### config.mk
export PLATFORM = sky130hd
export DESIGN_NAME = uart_load_ctl_flat
export DESIGN_NICKNAME = d
export VERILOG_FILES = /design/src/rtl/uart_load_ctl_if.sv /design/src/rtl/uart_load_ctl.sv /design/src/flat_wrapper.sv
export SDC_FILE = /design/constraint.sdc
export NUM_CORES = 1
export LEC_CHECK = 0
export BUFFER_PORTS_ARGS = -buffer_cell sky130_fd_sc_hd__buf_4
export CAP_MARGIN = 5
export CORE_UTILIZATION = 59
export DETAILED_ROUTE_END_ITERATION = 12
export GPL_TIMING_DRIVEN = 0
export HOLD_SLACK_MARGIN = 0.12
export PLACE_DENSITY = 0.78
export SYNTH_ARGS = -nofsm -noshare
export SYNTH_HDL_FRONTEND = slang
export SYNTH_SLANG_ARGS = --single-unit
### constraint.sdc
create_clock -name clk -period 3.5 [get_ports clk]
set_input_delay 0.35 -clock clk [delete_from_list [all_inputs] [get_ports clk]]
set_output_delay 0.35 -clock clk [all_outputs]
set_load 0.005 [all_outputs]
### src/rtl/uart_load_ctl_if.sv
// Handshake bundle around the program loader: assembled UART words in,
// single-word DRAM writes out, checksum bytes out to the UART transmitter.
interface uart_load_ctl_if;
    logic        uart_word_ready;
    logic [15:0] uart_word;
    logic        dram_req;
    logic [24:0] dram_addr;
    logic [15:0] dram_data;
    logic        dram_done;
    logic        tx_ready;
    logic [7:0]  tx_byte;
    logic        tx_start_n;

    modport master (
        input  uart_word_ready, uart_word, dram_done, tx_ready,
        output dram_req, dram_addr, dram_data, tx_byte, tx_start_n
    );
    modport slave (
        output uart_word_ready, uart_word, dram_done, tx_ready,
        input  dram_req, dram_addr, dram_data, tx_byte, tx_start_n
    );
endinterface

### src/rtl/uart_load_ctl.sv
// Program-load stage: buffers UART words, writes them to DRAM at sequential
// addresses, keeps a running checksum and reports it over UART at load end.
module uart_load_ctl #(
    parameter int          FIFO_DEPTH = 8,
    parameter logic [24:0] ADDR_BASE  = '0
) (
    input  logic            clk,
    input  logic            rst,
    input  logic            load_en,
    uart_load_ctl_if.master bus,
    output logic [15:0]     word_count,
    output logic [15:0]     checksum,
    output logic            overflow,
    output logic            busy
);
    localparam int AW = $clog2(FIFO_DEPTH);

    typedef enum logic [2:0] {
        IDLE, WR_REQ, WR_WAIT, TX_HI, TX_HI_WAIT, TX_LO, TX_LO_WAIT
    } state_t;

    state_t state, state_nx;

    logic          load_q, rdy_q;
    logic          load_rise, load_fall, push, pop, push_ok, full;
    logic [15:0]   mem [FIFO_DEPTH];
    logic [AW-1:0] wr_ptr, rd_ptr;
    logic [AW:0]   count;
    logic          pending, tx_seen_lo;
    logic [15:0]   snap;

    assign load_rise = load_en & ~load_q;
    assign load_fall = ~load_en & load_q;
    assign push      = bus.uart_word_ready & ~rdy_q & load_en;
    assign full      = (count == (AW+1)'(FIFO_DEPTH));
    assign pop       = (state == IDLE) & (count != '0) & ~load_rise;
    // A push into a full FIFO still fits when the head leaves in the same cycle.
    assign push_ok   = push & (load_rise | ~full | pop);

    always_ff @(posedge clk or negedge rst) begin
        if (!rst) begin
            load_q <= 1'b0;
            rdy_q  <= 1'b1;
        end else begin
            load_q <= load_en;
            rdy_q  <= bus.uart_word_ready;
        end
    end

    always_ff @(posedge clk) begin
        if (push_ok) mem[load_rise ? '0 : wr_ptr] <= bus.uart_word;
    end

    always_ff @(posedge clk or negedge rst) begin
        if (!rst) begin
            wr_ptr <= '0;
            rd_ptr <= '0;
            count  <= '0;
        end else if (load_rise) begin
            rd_ptr <= '0;
            wr_ptr <= AW'(push_ok);
            count  <= (AW+1)'(push_ok);
        end else begin
            if (push_ok) wr_ptr <= wr_ptr + 1'b1;
            if (pop)     rd_ptr <= rd_ptr + 1'b1;
            case ({push_ok, pop})
                2'b10:   count <= count + 1'b1;
                2'b01:   count <= count - 1'b1;
                default: count <= count;
            endcase
        end
    end

    always_ff @(posedge clk or negedge rst) begin
        if (!rst) state <= IDLE;
        else      state <= state_nx;
    end

    always_comb begin
        state_nx = state;
        case (state)
            IDLE:       if (count != '0)                        state_nx = WR_REQ;
                        else if (load_fall | (pending & ~load_en)) state_nx = TX_HI;
            WR_REQ:     state_nx = WR_WAIT;
            WR_WAIT:    if (bus.dram_done)                      state_nx = IDLE;
            TX_HI:      if (bus.tx_ready)                       state_nx = TX_HI_WAIT;
            TX_HI_WAIT: if (tx_seen_lo & bus.tx_ready)          state_nx = TX_LO;
            TX_LO:      if (bus.tx_ready)                       state_nx = TX_LO_WAIT;
            TX_LO_WAIT: if (tx_seen_lo & bus.tx_ready)          state_nx = IDLE;
            default:    state_nx = IDLE;
        endcase
        if (load_rise) state_nx = IDLE;
    end

    always_comb begin
        bus.dram_req   = (state == WR_REQ) | (state == WR_WAIT);
        bus.tx_start_n = ~(((state == TX_HI) | (state == TX_LO)) & bus.tx_ready & ~load_rise);
        bus.tx_byte    = 8'h00;
        if (state == TX_HI) bus.tx_byte = snap[15:8];
        if (state == TX_LO) bus.tx_byte = snap[7:0];
        busy           = (state != IDLE) | (count != '0);
    end

    always_ff @(posedge clk or negedge rst) begin
        if (!rst) begin
            bus.dram_addr <= ADDR_BASE;
            bus.dram_data <= '0;
            word_count    <= '0;
            checksum      <= '0;
            overflow      <= 1'b0;
            pending       <= 1'b0;
            tx_seen_lo    <= 1'b0;
            snap          <= '0;
        end else if (load_rise) begin
            word_count <= '0;
            checksum   <= '0;
            overflow   <= 1'b0;
            pending    <= 1'b0;
            tx_seen_lo <= 1'b0;
        end else begin
            if (push & full & ~pop) overflow <= 1'b1;
            if (pop) begin
                bus.dram_data <= mem[rd_ptr];
                bus.dram_addr <= ADDR_BASE + 25'(word_count);
            end
            if ((state == WR_WAIT) & bus.dram_done) begin
                word_count <= word_count + 16'd1;
                checksum   <= checksum + bus.dram_data;
            end
            if (load_fall)                                  pending <= 1'b1;
            else if ((state == TX_LO_WAIT) & (state_nx == IDLE)) pending <= 1'b0;
            if ((state == IDLE) & (state_nx == TX_HI)) snap <= checksum;
            // Wait states need to see tx_ready drop before accepting its return.
            if ((state == TX_HI_WAIT) | (state == TX_LO_WAIT)) begin
                if (tx_seen_lo & bus.tx_ready) tx_seen_lo <= 1'b0;
                else if (!bus.tx_ready)        tx_seen_lo <= 1'b1;
            end else begin
                tx_seen_lo <= 1'b0;
            end
        end
    end
endmodule

### src/flat_wrapper.sv
// flat-port wrapper written by rule: the top's interface ports become plain ports
module uart_load_ctl_flat 
#(
    parameter int          FIFO_DEPTH = 8,
    parameter logic [24:0] ADDR_BASE  = '0
)
  (clk, rst, load_en, word_count, checksum, overflow, busy, bus_uart_word_ready, bus_uart_word, bus_dram_done, bus_tx_ready, bus_dram_req, bus_dram_addr, bus_dram_data, bus_tx_byte, bus_tx_start_n);
  uart_load_ctl_if bus_i ();
  input  logic clk;
  input  logic rst;
  input  logic load_en;
  output logic [15:0] word_count;
  output logic [15:0] checksum;
  output logic overflow;
  output logic busy;
  input wire logic [$bits(bus_i.uart_word_ready)-1:0] bus_uart_word_ready;
  input wire logic [$bits(bus_i.uart_word)-1:0] bus_uart_word;
  input wire logic [$bits(bus_i.dram_done)-1:0] bus_dram_done;
  input wire logic [$bits(bus_i.tx_ready)-1:0] bus_tx_ready;
  output wire logic [$bits(bus_i.dram_req)-1:0] bus_dram_req;
  output wire logic [$bits(bus_i.dram_addr)-1:0] bus_dram_addr;
  output wire logic [$bits(bus_i.dram_data)-1:0] bus_dram_data;
  output wire logic [$bits(bus_i.tx_byte)-1:0] bus_tx_byte;
  output wire logic [$bits(bus_i.tx_start_n)-1:0] bus_tx_start_n;
  assign bus_i.uart_word_ready = bus_uart_word_ready;
  assign bus_i.uart_word = bus_uart_word;
  assign bus_i.dram_done = bus_dram_done;
  assign bus_i.tx_ready = bus_tx_ready;
  assign bus_dram_req = bus_i.dram_req;
  assign bus_dram_addr = bus_i.dram_addr;
  assign bus_dram_data = bus_i.dram_data;
  assign bus_tx_byte = bus_i.tx_byte;
  assign bus_tx_start_n = bus_i.tx_start_n;
  uart_load_ctl #(.FIFO_DEPTH(FIFO_DEPTH), .ADDR_BASE(ADDR_BASE)) u_core (.clk(clk), .rst(rst), .load_en(load_en), .bus(bus_i), .word_count(word_count), .checksum(checksum), .overflow(overflow), .busy(busy));
endmodule
==> flow_summary.ini <==
[placed_design]
gp_congestion = 0.894
portBuffers = 97
dpl.cell_count = 1039
hpwl_mm = 15.0

[synth]
synth_edf_count = 128
seq_area_frac_synth_pct = 63.4
syn_area_um2 = 9940
syn_avg_cell_area_um2 = 14.1
synth_warnings = 0
ys_seq_elements = 226
syn_inst = 707
async_reset_ff_share_pct = 43.4
synthDistinctLibCells = 63
synth_ff_type = edfxtp_1

[timing]
rsz0062_at_grt = no
timing.hold.ws_ns = 0.158
final.period_utilization_pct = 87.5
clock.fmax_ghz = 0.327
drv_slew = 0
tightest_slew_ns = 0.950
max_slew_margin_pct = 36.7
finalHoldViolations = 0
finalSetupViolCount = 0
fin_crit_ns = 3.06
fin_skew_ns = 0.0160

[hold_path]
hold_path_class = in2reg

[route]
wire_per_inst_um = 20.1
drt_pass1_iterations = 5
remaining_drc_errors = 0
via_per_inst = 5.79
vias = 6358
routed_wl_mm = 22.1
first_iter_violations = 424
drtAntennaViolNets = 0

[cells_and_area]
syn2layout_area_growth_pct = 21.2
layout_common_cells = 128 x edfxtp_1, 107 x buf_4, 97 x dfrtp_1
final_util_pct = 72.9
nNetsFinal = 908
nFillCells = 1056
drive_above_1_share_pct = 24.6
instances_no_fill = 1099
diodes = 0
final_common_cell = edfxtp_1

[clocking]
worstSkewPairLatency_ns = 0.52
cts.clk_slew.worst_paths_ns = 0.06
numCtsBuffers = 23
h-tree-depth = 1
cts_root_buffer = clkbuf_16
postCtsSetupBuffers = 0
tritoncts = built
clockBufferDepth = 3
cts.sinks = 226

[critical_path]
startpoint_type = register
crit_fanout = 10
critPathKind = reg2reg
cp-end-kind = register
crit_arrival_ns = 3.28
cp.required_ns = 3.72
reg2reg_setup_slack_ns = 0.44

[floorplanning]
die_area_um2 = 17400
start_util_pct = 60.1
fp.dieH_um = 132
ios = 107
die_x_um = 132
core_area_um2 = 16500
rows = 47

[global_route]
antenna_found_initial = 0
grt_usage_pct = 26.1
grt_pass1_vias = 6346
grt_max_degree = 99
grt_overflow_total = 0
grt_pass1_wl_mm = 34.7

[power]
peakVddDrop_uv = 525
power_density_nw_per_um2 = 740
p_leak_nw = 4.91

[status]
outcome = completed

[flow_run]
maxCapViolations = 0
## registers in the layout (all words and copies together), names as in the netlist
name / cells
u_core.load_q: 1
u_core.bus.dram_addr: 16
u_core.snap: 16
u_core.mem: 128
u_core.checksum: 16
u_core.word_count: 16
u_core.wr_ptr: 3
u_core.count: 4
u_core.tx_seen_lo: 1
u_core.bus.dram_data: 16
u_core.state: 3
u_core.pending: 1
u_core.rd_ptr: 3
u_core.rdy_q: 1
u_core.overflow: 1
## layout make-up
class	count	area, µm²	area share (%)
Tap cell	220	275	2.29
Multi-Input combinational cell	438	3440	28.6
Clock inverter	12	120	0.997
Buffer	43	214	1.78
Timing Repair Buffer	124	1050	8.70
Clock buffer	28	614	5.10
Inverter	8	30.0	0.249
Sequential cell	226	6300	52.3
## layer usage
layer / global-route usage (%) / share of wire (%)
met1: 34.5 / 41
met2: 45.3 / 51
met3: 3.73 / 5.3
met4: 7.62 / 2.4
met5: 0 / 0
## timing repair
action | 4_1_cts | 5_1_grt
hold buffers | 18 | 1
gates resized for setup | 0 | 0
endpoints found under the hold margin | 130 | 50
## worst paths after layout
path,end,cells past startpoint,from
max in group asynchronous,u_core.bus.dram_data[3],3,rst
worst min-delay path,u_core.tx_seen_lo,3,bus_tx_ready
worst min register to register,u_core.bus.dram_addr[11],1,u_core.bus.dram_addr[11]
worst max register to register,u_core.mem[1][4],7,u_core.state[0]
worst max-delay path,u_core.mem[1][4],7,u_core.state[0]
min in group asynchronous,u_core.bus.dram_addr[15],2,rst
## power breakdown
| group | internal, W | switching, W | leakage, nW |
|---|---|---|---|
| sequential | 0.00316 | 0.000380 | 2.46 |
| clock | 0.00140 | 0.000985 | 0.361 |
| combinational | 0.00138 | 0.00160 | 2.09 |
## cells in the mapped netlist, drive strengths merged, types with 3 or more instances
| master | instances | area (µm²) |
|---|---|---|
| mux2i | 18 | 180 |
| ha | 20 | 250 |
| nand2b | 5 | 31.3 |
| a31oi | 6 | 43.8 |
| buf | 23 | 139 |
| edfxtp | 128 | 3840 |
| inv | 8 | 30.0 |
| or4 | 3 | 22.5 |
| xnor2 | 14 | 123 |
| mux4 | 32 | 721 |
| a211oi | 6 | 50.1 |
| a21o | 8 | 60.1 |
| a22oi | 11 | 82.6 |
| clkbuf | 20 | 75.1 |
| nor2 | 60 | 240 |
| o21ai | 32 | 160 |
| nand4 | 4 | 31.3 |
| o211ai | 4 | 30.0 |
| nand3 | 15 | 75.1 |
| dfrtp | 97 | 2430 |
| o2111ai | 3 | 26.3 |
| nor3 | 8 | 40.0 |
| o21bai | 3 | 33.8 |
| mux2 | 32 | 360 |
| a21oi | 31 | 155 |
| and3 | 3 | 18.8 |
| and4 | 3 | 26.3 |
| or3 | 3 | 18.8 |
| and2 | 3 | 18.8 |
| nand2 | 63 | 236 |
| xor2 | 15 | 131 |
## critical path, cell delays in order, from the launching register on
cell and delay (ns):
dfrtp_1 0.39, clkbuf_1 0.23, nor3_1 0.29, nand2_1 0.20, a31oi_2 0.43, nand3_1 0.29, nor3_2 0.66, buf_6 0.27
## cells by family (layout without fill, tap and decap cells)
kind of cell | after synthesis | after routing | share of synthesized area, %
buf+inv | 51 | 215 | 2.46
fa+ha+maj | 22 | 22 | 2.92
xor+xnor | 29 | 29 | 2.56
other cells | 1 | 9 | 0.0377
mux | 82 | 82 | 12.7
simple gates | 181 | 181 | 8.53
flops | 226 | 226 | 63.4
compound gates | 115 | 115 | 7.43
## stage by stage
| step | area (µm²) | setup slack (ns) | power, W | TNS (ns) |
|---|---|---|---|---|
| 6_report | 12000 | 0.438 | 0.00891 | 0 |
| 5_1_grt | 12000 | 0.246 | 0.00940 | 0 |
| 4_1_cts | 12000 | 0.434 | 0.00892 | 0 |
| 3_5_place_dp | 11100 | 0.440 | 0.00653 | 0 |
| 3_3_place_gp | 11000 | -0.882 | 0.00641 | -14.38 |
| 2_1_floorplan | 9970 | 0.512 | 0.00549 | 0 |
(Power assumes the default switching activity.)
